<file path="config.mk">
export PLATFORM = sky130hd
export DESIGN_NAME = matmul_seq
export DESIGN_NICKNAME = d
export VERILOG_FILES = /design/src/rtl/matmul_seq.sv
export SDC_FILE = /design/constraint.sdc
export NUM_CORES = 1
export LEC_CHECK = 0
export ABC_AREA = 1
export CAP_MARGIN = 20
export CORE_AREA = 3 3 157 159
export CTS_BUF_LIST = sky130_fd_sc_hd__clkbuf_16
export DETAILED_ROUTE_END_ITERATION = 10
export DIE_AREA = 0 0 160 162
export DONT_BUFFER_PORTS = 1
export GPL_ROUTABILITY_DRIVEN = 0
export PLACE_DENSITY = 0.7
export SLEW_MARGIN = 20
export SYNTH_ARGS = -nofsm -noshare
export SYNTH_HDL_FRONTEND = slang
export SYNTH_SLANG_ARGS = --single-unit
</file>
<file path="constraint.sdc">
create_clock -name clk -period 4.2 [get_ports clk]
set_input_delay 0.42 -clock clk [delete_from_list [all_inputs] [get_ports clk]]
set_output_delay 0.42 -clock clk [all_outputs]
set_load 0.02 [all_outputs]
</file>
<file path="src/rtl/matmul_seq.sv">
// Sequencer for the 4x4 systolic matmul array.
// Runs one job per command: a clear cycle, K accumulate beats, a four-cycle drain
// that captures the array's rotating result rows, then streams rows 0..3 out.
// Optional: define MATMUL_SEQ_RELU_EN to clamp negative output lanes to zero.
module matmul_seq #(
    parameter int unsigned N  = 4,
    parameter int unsigned L  = 16,
    parameter int unsigned KW = 8
) (
    input  logic            clk,
    input  logic            rst,
    input  logic            cmd_valid,
    output logic            cmd_ready,
    input  logic [KW-1:0]   cmd_k,
    input  logic            in_valid,
    output logic            in_ready,
    input  logic [N*L-1:0]  in_a,
    input  logic [N*L-1:0]  in_b,
    output logic [1:0]      mm_op,
    output logic [N*L-1:0]  mm_a,
    output logic [N*L-1:0]  mm_b,
    input  logic [N*L-1:0]  mm_c,
    output logic            out_valid,
    input  logic            out_ready,
    output logic [N*L-1:0]  out_data,
    output logic [1:0]      out_row,
    output logic            out_last,
    output logic            busy
);

    localparam logic [1:0] LastRow = 2'(N - 1);

    typedef enum logic [2:0] {StIdle, StClear, StLoad, StDrain, StOut} state_e;

    state_e           state_q, state_d;
    logic [KW-1:0]    k_q, k_d;
    logic [KW-1:0]    beat_q, beat_d;
    logic [1:0]       drain_q, drain_d;
    logic [1:0]       out_row_q, out_row_d;
    logic [1:0]       tick_q, tick_d;
    logic [N*L-1:0]   rowbuf_q [N];
    logic [N*L-1:0]   rowbuf_d [N];
    logic [N*L-1:0]   row_sel;

    // Next-state, handshake and array-op decode
    always_comb begin
        state_d   = state_q;
        k_d       = k_q;
        beat_d    = beat_q;
        drain_d   = drain_q;
        out_row_d = out_row_q;
        rowbuf_d  = rowbuf_q;
        cmd_ready = 1'b0;
        in_ready  = 1'b0;
        mm_op     = 2'b00;
        out_valid = 1'b0;
        unique case (state_q)
            StIdle: begin
                cmd_ready = 1'b1;
                if (cmd_valid) begin
                    k_d     = cmd_k;
                    state_d = StClear;
                end
            end
            StClear: begin
                mm_op   = 2'b01;
                beat_d  = '0;
                state_d = (k_q != '0) ? StLoad : StDrain;
            end
            StLoad: begin
                in_ready = 1'b1;
                // Bubbles issue op=00, which leaves the accumulators untouched
                if (in_valid) begin
                    mm_op  = 2'b10;
                    beat_d = beat_q + KW'(1);
                    if (beat_q == k_q - KW'(1)) begin
                        beat_d  = '0;
                        state_d = StDrain;
                    end
                end
            end
            StDrain: begin
                // The array presents row[tick] each cycle; four cycles cover every row
                rowbuf_d[tick_q] = mm_c;
                drain_d          = drain_q + 2'd1;
                if (drain_q == LastRow) begin
                    drain_d = '0;
                    state_d = StOut;
                end
            end
            StOut: begin
                out_valid = 1'b1;
                if (out_ready) begin
                    out_row_d = out_row_q + 2'd1;
                    if (out_row_q == LastRow) begin
                        out_row_d = '0;
                        state_d   = StIdle;
                    end
                end
            end
            default: state_d = StIdle;
        endcase
    end

    // Mirror of the array's row select: parks at the last row on clear, else rotates
    always_comb begin
        tick_d = mm_op[0] ? LastRow : tick_q + 2'd1;
    end

    // Output row selection with optional negative-lane clamp
    always_comb begin
        row_sel  = rowbuf_q[out_row_q];
        out_data = row_sel;
`ifdef MATMUL_SEQ_RELU_EN
        for (int unsigned j = 0; j < N; j++) begin
            if (row_sel[j*L + L - 1]) out_data[j*L +: L] = '0;
        end
`endif
    end

    assign mm_a     = (mm_op == 2'b10) ? in_a : '0;
    assign mm_b     = (mm_op == 2'b10) ? in_b : '0;
    assign out_row  = out_row_q;
    assign out_last = out_valid && (out_row_q == LastRow);
    assign busy     = (state_q != StIdle);

    // State registers with synchronous reset
    always_ff @(posedge clk) begin
        if (rst) begin
            state_q   <= StIdle;
            k_q       <= '0;
            beat_q    <= '0;
            drain_q   <= '0;
            out_row_q <= '0;
            tick_q    <= LastRow;
            rowbuf_q  <= '{default: '0};
        end else begin
            state_q   <= state_d;
            k_q       <= k_d;
            beat_q    <= beat_d;
            drain_q   <= drain_d;
            out_row_q <= out_row_d;
            tick_q    <= tick_d;
            rowbuf_q  <= rowbuf_d;
        end
    end

endmodule

</file>
==> reports/results.txt, run 1 <==
In this run, CTS created clock tree buffers numbering 30. The most used flip-flop cell after synthesis is dfxtp_1. Using the TritonRoute via totals, the vias-per-cell ratio works out to 6.06. After layout, the worst setup slack is 0.835 ns. IR analysis of the VDD net gives a maximum drop of 417 µV. The number of gates resized after CTS was 0. Once placement completed, the tool counted placed cells totaling 2152. After synthesis, the netlist uses 27 different library cells. For the layout filler cell count, the log shows 2149. The endpoint with the worst hold slack is rowbuf_q[119].

The logs give 6 for the initial antenna violation count and 0 ns for the total negative setup slack. The first global-routing pass estimated 71200 µm of wire. The number of H-tree levels was 1; the post-layout total power was 7.32 mW. Horizontal die dimension: 160 µm. The placed instances occupy a cell area of 13100 µm². Traced cell by cell, the critical path runs through buf_4, o21ai_0, o22ai_1.

The initial utilization of the core area, before any placement, comes to 57.1%. Entering global routing, the biggest net connects 222 pins. Number of cells traversed by the worst register-to-register path: 7. For the worst setup path, the data required time is 3.78 ns. The via count of the routed design was 13.6k; the leakage power total was 5.67 nW. The finished cells cover 14500 µm². For this design the ratio of total power to cell area is 505 nW/µm².

The run gives 297 MHz as the peak clock frequency supported by timing. Before antenna repair, the detailed router went through 5 iterations. The full die area was 25900 µm²; the net count after synthesis was 2199. Port buffering added 0 buffers.

Final hold violation count: 0. The worst path arrival time is 2.94 ns, and the final non-filler cell total is 2246. The flow ran to the end, and the final reports show no timing, DRC or antenna violations. The run gives 1721 as the starting DRC count in detailed routing. The clock slew at the register clock pins of the worst setup and hold paths came out at 0.06 ns. The cell type group with the largest total delay on the critical path was flip-flops. Global-route congestion overflow total: 0. Relative to the synthesized area, the layout overhead comes to 8.43%. Once detail routing completed, the nets flagged for antenna violations numbered 0.

In the final layout, the share of cells above drive strength 1 is 4.16%. The launch point of the worst reg-to-reg path is state_q[0]. The largest single stage delay on the critical path is 0.98 ns. The run gives 13400 µm² as the area of the mapped netlist. Of the available clock period, the critical path in the final layout requires 80.1%. At the later pin of the worst-skew pair, clock insertion delay measures 0.55 ns.

Total buffers and inverters traversed by the critical path: 1. The height of the die is 162 µm. Detailed-placement wirelength estimate: 28400 µm. The worst setup path is launched from a register. The startpoint identified for the worst hold timing path is mm_c[55].

The most critical setup path has its startpoint at out_row[0]. In this run the count of I/O pins placed on the die edge is 406. The critical path endpoint category was an output pin. Timing analysis after detailed placement gives a worst setup slack of 1.48 ns.

Setup repair after global routing left no endpoint under its margin. The number of global-route vias before repair was 12.3k; the synthesized area per cell was 6.73 µm². Setup violations remaining at the end of the flow were counted as 0. The master of the slowest instance on the critical path was dfxtp_4. Summing the sequential cell areas from Yosys gives 42.1% of the chip area. The multi-input combinational cells in the finished layout cover a total of 6400 µm². The longest clock path from root to sink contains 3 buffers. Of all nets on the critical path, the largest fanout is 88.

The worst hold path passes through 2 cells. The worst register-to-register path has a setup slack of 0.96 ns. The clock net in this run drives a total of 281 sinks. The setup path with the least slack is of type register to output pin.

The min-delay analysis places its worst path in the category input pin to register. The tool flagged a number of max-cap violations equal to 0. The worst-case clock skew came out at 0.00775 ns.

Headroom to the max-slew limit came out at 29.7%. The number of hold buffers added after CTS was 41. Global routing used 34.1% of the available tracks. The post-layout minimum cycle time was 3.36 ns. The synthesis warning total came out at 0. The run gives 0 as the max-slew violation count.

Once layout is complete, the utilization of the core stands at 61.9%. The root buffer cell is clkbuf_16. The tools report the placement row count as 56.

On the final layout, the worst hold slack is 0.0281 ns. The post-synthesis cell count is 1986. The number of register bits inferred by synthesis was 281; the pin slew with the least headroom to its limit was 1.06 ns. TritonCTS built the clock tree. The net count of the finished layout is 2119.

The run gives 23400 µm² as the area of the core. The synthesized design contains 0 enable-type register cells. The average detailed-routed wire length per instance came out at 20.9 µm. Buffers added to address setup during post-CTS repair amount to 0. The register area was 5630 µm²; the aggregate routed wire length was 47000 µm. In the synthesized netlist the async set-or-reset flop fraction comes to 0%.

Destination of the worst register-to-register timing path: rowbuf_q[221]. The tools report the post-route DRC violation count as 0.
==> per-layer routing <==
metal,vias to the layer above,share of wire [%],GRT usage [%]
met2,704,43,50.0
met1,6405,39,44.0
met4,8,5.4,16.5
met5,-,0.094,0
li1,6356,-,-
met3,127,12,13.4
==> Yosys cell counts, types with 2 or more instances <==
library cell / instances / area [µm²]
nand2_1: 310 / 1160
dfxtp_1: 281 / 5630
nor2_1: 281 / 1050
nand3_1: 273 / 1370
a21oi_1: 270 / 1350
inv_1: 160 / 601
o21ai_0: 139 / 696
clkbuf_1: 106 / 398
o22ai_1: 64 / 400
buf_2: 31 / 155
buf_4: 23 / 173
ha_1: 8 / 100
buf_1: 7 / 26.3
xor2_1: 7 / 61.3
nand2_2: 4 / 25.0
nand4_1: 4 / 25.0
nor3_1: 4 / 20.0
inv_2: 3 / 11.3
nand3b_1: 2 / 15.0
nor2_2: 2 / 12.5
==> worst register-to-register path: cells and delay by family, from the launching register on <==
kind | cells | cell delay [ns]
buffers and inverters | 3 | 1.49
AND/OR/NAND/NOR | 3 | 1.11
flip-flops | 1 | 0.46
AO/OA/AOI/OAI | 1 | 0.06
==> placed cells by master, fill, tap and decap left out, drive strengths merged <==
cell | synthesis | layout
nor2 | 283 | 283
nand4 | 5 | 5
nand3b | 2 | 2
clkinvlp | 0 | 1
dfxtp | 281 | 281
a21oi | 270 | 270
buf | 61 | 15
nand2 | 315 | 315
bufinv | 0 | 1
nand3 | 273 | 273
o22ai | 64 | 64
o21ai | 139 | 139
clkinv | 0 | 12
diode | 0 | 2
dlygate4sd3 | 0 | 40
inv | 163 | 169
ha | 8 | 8
clkbuf | 106 | 31
nor3 | 6 | 6
a211oi | 1 | 1
or2 | 1 | 1
o21bai | 1 | 1
xor2 | 7 | 7
==> area by class of cell <==
cell class / instances / area share [%]
repair buffers: 55 / 3.68
flip-flops and latches: 281 / 38.9
diodes: 2 / 0.0345
clock inverters: 20 / 0.846
multi-input cells: 1375 / 44.2
well taps: 319 / 2.76
inverters: 163 / 4.28
clock buffers: 31 / 5.35
==> worst max path at each step <==
| stage | cells after the start | end | slack (ns) |
|---|---|---|---|
| CTS | 3 | out_data[0] | 0.90 |
| floorplan | 5 | out_data[54] | 2.12 |
| global placement | 3 | out_data[0] | 1.48 |
| global route | 3 | out_data[17] | 0.69 |
| detailed placement | 3 | out_data[0] | 1.48 |
| finish | 3 | out_data[17] | 0.84 |
==> where the power goes <==
part           leakage (nW)  total, mW  internal (mW)  switching (mW)
Clock                 0.463       2.45           1.38            1.07
Sequential             2.27       2.93           2.81           0.113
Combinational          2.93       1.94          0.383            1.55
Total                  5.67       7.32           4.58            2.74
==> cell families (layout without fill, tap and decap cells) <==
group / count (synthesis) / after routing / share of synthesized area, %
adder cells (fa/ha/maj): 8 / 8 / 0.749
AND/OR/NAND/NOR: 885 / 885 / 28.0
XOR/XNOR: 7 / 7 / 0.459
flip-flops: 281 / 281 / 42.1
other: 0 / 2 / 0
AO/OA/AOI/OAI: 475 / 475 / 18.4
buffers and inverters: 330 / 269 / 10.2
==> flip-flops by register name, summed over array words and instances, names as in the netlist <==
signal and flops:
beat_q 8, rowbuf_q 256, tick_q 2, k_q 8, drain_q 2, state_q 3, out_row 2
(Power assumes the default switching activity.)
==> inputs of run 2 (changes only) <==
Settings changed: CORE_AREA 3 3 157 159 to default, CORE_MARGIN from default to 3, CORE_UTILIZATION from default to 58, DIE_AREA 0 0 160 162 to default, PLACE_DENSITY 0.7 to 0.74.
Clock period 4.2 ns to 2.9 ns, I/O delays scaled along.
==> run 2 against run 1 <==
Design area grew 11%. Routed wire length grew 9.8%. First-iteration DRC count grew 20%. Via count grew 8.8%. Global-route usage grew 5.5 points. Critical endpoint is now rowbuf_q[164]. Sequential cell count is the same. Highest routed layer is now met4. Clock power grew 52%. Combinational power grew 62%. Register-to-register slack lost 0.89 ns.
==> reports/results.txt, run 2 (synthesis results as in run 1) <==
The flow ran to the end, and the final reports show no timing, DRC or antenna violations. Worst hold path class: input pin to register. Leaving out fill and tap cells, the most frequent cell in the layout is nand2_1. For the required time of the critical path, the log shows 3.40 ns (-0.38 ns).

The average detailed-routed wire length per instance was 21.8 µm (+4.1%); the total number of nets in the final design was 2271 (+7.2%). The register containing the most flip-flops in the final layout was rowbuf_q. The tools report the critical path endpoint category as a register. The largest registers in the layout are rowbuf_q (256), beat_q (8), k_q (8). Relative to the synthesized area, the layout overhead comes to 20.5%. The maximum fanout along the worst path was 140 (+59%); the number of nets still failing antenna checks after routing was 0 (unchanged). TritonCTS built the clock tree. The run gives 6 (+1) as the first-pass detailed-route iteration total. The signal on the critical path passes through nand3_1, bufinv_8, buf_16, nand3_1, a21oi_1, dlygate4sd3_1. The worst-case clock skew is 0.0162 ns (+0.00848 ns). The master of the slowest instance on the critical path was dlygate4sd3_1. The logs give 2067 (+20%) for the starting DRC count in detailed routing and 13.7k (+12%) for the number of global-route vias before repair. The run gives 150 (-32%) as the maximum number of pins on one net before global-route repair.

The routed via count divided by cell count is 6.24 (+3.1%), and the power per unit of standard cell area is 689 nW/µm² (+36%). Tracing the worst setup path back leads to its startpoint at state_q[0]. The maximum buffer depth of the clock tree is 3 (unchanged), and the post-layout instance area is 16100 µm² (+11%). The tools report the peak clock frequency supported by timing as 353 MHz. The placement-stage cell area was 13300 µm² (+1.3%).

The leakage power total came out at 6.60 nW (+16%). The logs give 671 µV (+61%) for the peak supply drop and 0.0702 ns (-0.765 ns) for the slack of the critical path. The critical path class is register to register. For the setup slack after placement, the log shows 0.621 ns (-0.855 ns).

The root buffer cell chosen for the clock tree is clkbuf_16. The placement row count came out at 54 (-3.6%). Launch point of the worst reg-to-reg path: state_q[0]. The global-route wire length before repair is 77900 µm (+9.4%), and the post-route DRC violation count is 0 (unchanged).

The logs give 28000 µm (-1.5%) for the detailed-placement wirelength estimate and 0.0131 ns (-0.0150 ns) for the worst hold margin. The worst path needs 2.83 ns of the cycle, external delays included. The logs give 37.6% (+8.0 points) for the headroom to the max-slew limit and 39.6% (+5.5 points) for the global-route usage over all layers. The most prevalent standard cell on the critical path is nand3_1. The part of the cycle the worst path needs works out to 97.6%. Number of primary I/O pins: 406 (unchanged). The biggest cell delay along the critical path works out to 0.61 ns (-0.37 ns). The clock net sink count was 281 (unchanged).

Height of the die: 158 µm (-2.6%). The global-route congestion overflow total came out at 0 (unchanged). The run gives 30 (unchanged) as the TritonCTS buffer count. The logs give 0 ns (unchanged) for the total negative setup slack and 51600 µm (+9.8%) for the aggregate routed wire length.

The final hold violation count was 0 (unchanged). The full die area was 24900 µm² (-4.0%). Insertion delay to the later sink of the worst-skew pair: 0.56 ns (about the same). The final-report setup violation count was 0 (unchanged); the worst path arrival time was 3.33 ns (+0.39 ns). The pin slew with the least headroom to its limit was 0.935 ns (-0.120 ns). Area of the core: 22200 µm² (-5.0%). The number of H-tree levels came out at 1 (unchanged). The logs give 14.8k (+8.8%) for the via count of the routed design and 60.1% (+3.0 points) for the initial standard-cell utilization of the core. Initial antenna violation count: 7 (+1).

The max-slew violation count was 0 (unchanged). The max-cap check violation count is 0 (unchanged). The flip-flop count of the largest register after layout was 256 (unchanged). Launch instance of the worst min-delay path: cmd_valid.

The worst setup path is launched from a register. The horizontal die dimension came out at 158 µm (-1.4%). The number of I/O port buffers works out to 0 (unchanged).

Leaving out fill and tap cells, the most frequent cells in the layout are nand2_1 (308), dfxtp_1 (279), nor2_1 (275), nand3_1 (273), a21oi_1 (270). Setup repair after global routing could not meet its margin everywhere. The clock slew at the register clock pins of the worst setup and hold paths came out at 0.06 ns (about the same). The share of post-route cells with drive strength above 1 works out to 4.95% (+0.80 points).
[run 2: worst max-delay path, delay by kind of cell (launching register included)]
kind | cells | cell delay, ns
AND/OR/NAND/NOR | 2 | 0.29
flip-flops | 1 | 0.46
buffers and inverters | 3 | 1.55
AO/OA/AOI/OAI | 1 | 0.26
[run 2: per-layer routing]
| metal | wire [µm] | vias up | track usage [%] |
|---|---|---|---|
| li1 | - | 6677 | - |
| met1 | 19000 | 6881 | 49.4 |
| met2 | 22000 | 1042 | 57.1 |
| met3 | 6670 | 190 | 14.0 |
| met4 | 3830 | 0 | 27.2 |
| met5 | 0 | - | 0 |
[run 2: final timing paths]
kind | cells after the start | slack [ns] | to
max | 6 | 0.07 | rowbuf_q[164]
min | 3 | 0.01 | state_q[1]
max reg2reg | 6 | 0.07 | rowbuf_q[164]
min reg2reg | 2 | 0.46 | rowbuf_q[189]
[run 2: where the power goes]
part	internal, mW	total (mW)	switching (mW)
logic	0.734	3.14	2.41
registers	4.07	4.22	0.145
clock network	2.13	3.73	1.59
total	6.94	11.1	4.14
[run 2: layout make-up]
| cell class | instances | area, µm² |
|---|---|---|
| multi-input cells | 1375 | 6410 |
| flip-flops and latches | 281 | 5630 |
| fillers | 1769 | 6130 |
| clock buffers | 30 | 751 |
| diodes | 10 | 25.0 |
| repair buffers | 207 | 2120 |
| well taps | 280 | 350 |
| inverters | 163 | 627 |
| clock inverters | 23 | 190 |
[run 2: stage by stage]
step                util [%]  std cells  total power, mW
finish                  72.4       2369             11.1
global route            72.4       2366             11.5
CTS                     72.2       2359             10.9
detailed placement      59.9       2130             7.07
global placement        59.9       2130             7.04
floorplan                  -       1986             6.48
[run 2: repair_timing]
item / in CTS / in global routing
endpoints found under the setup margin: 0 / 20
hold endpoints to repair: 268 / 0
gates resized for setup: 0 / 10
hold buffers: 176 / 0
buffers inserted: 0 / 0
==> inputs of run 3 (changes only) <==
Settings changed: SLEW_MARGIN 20 to default.
==> results of run 3 <==
The final DEF is identical to that of run 2; final timing and power are the same.
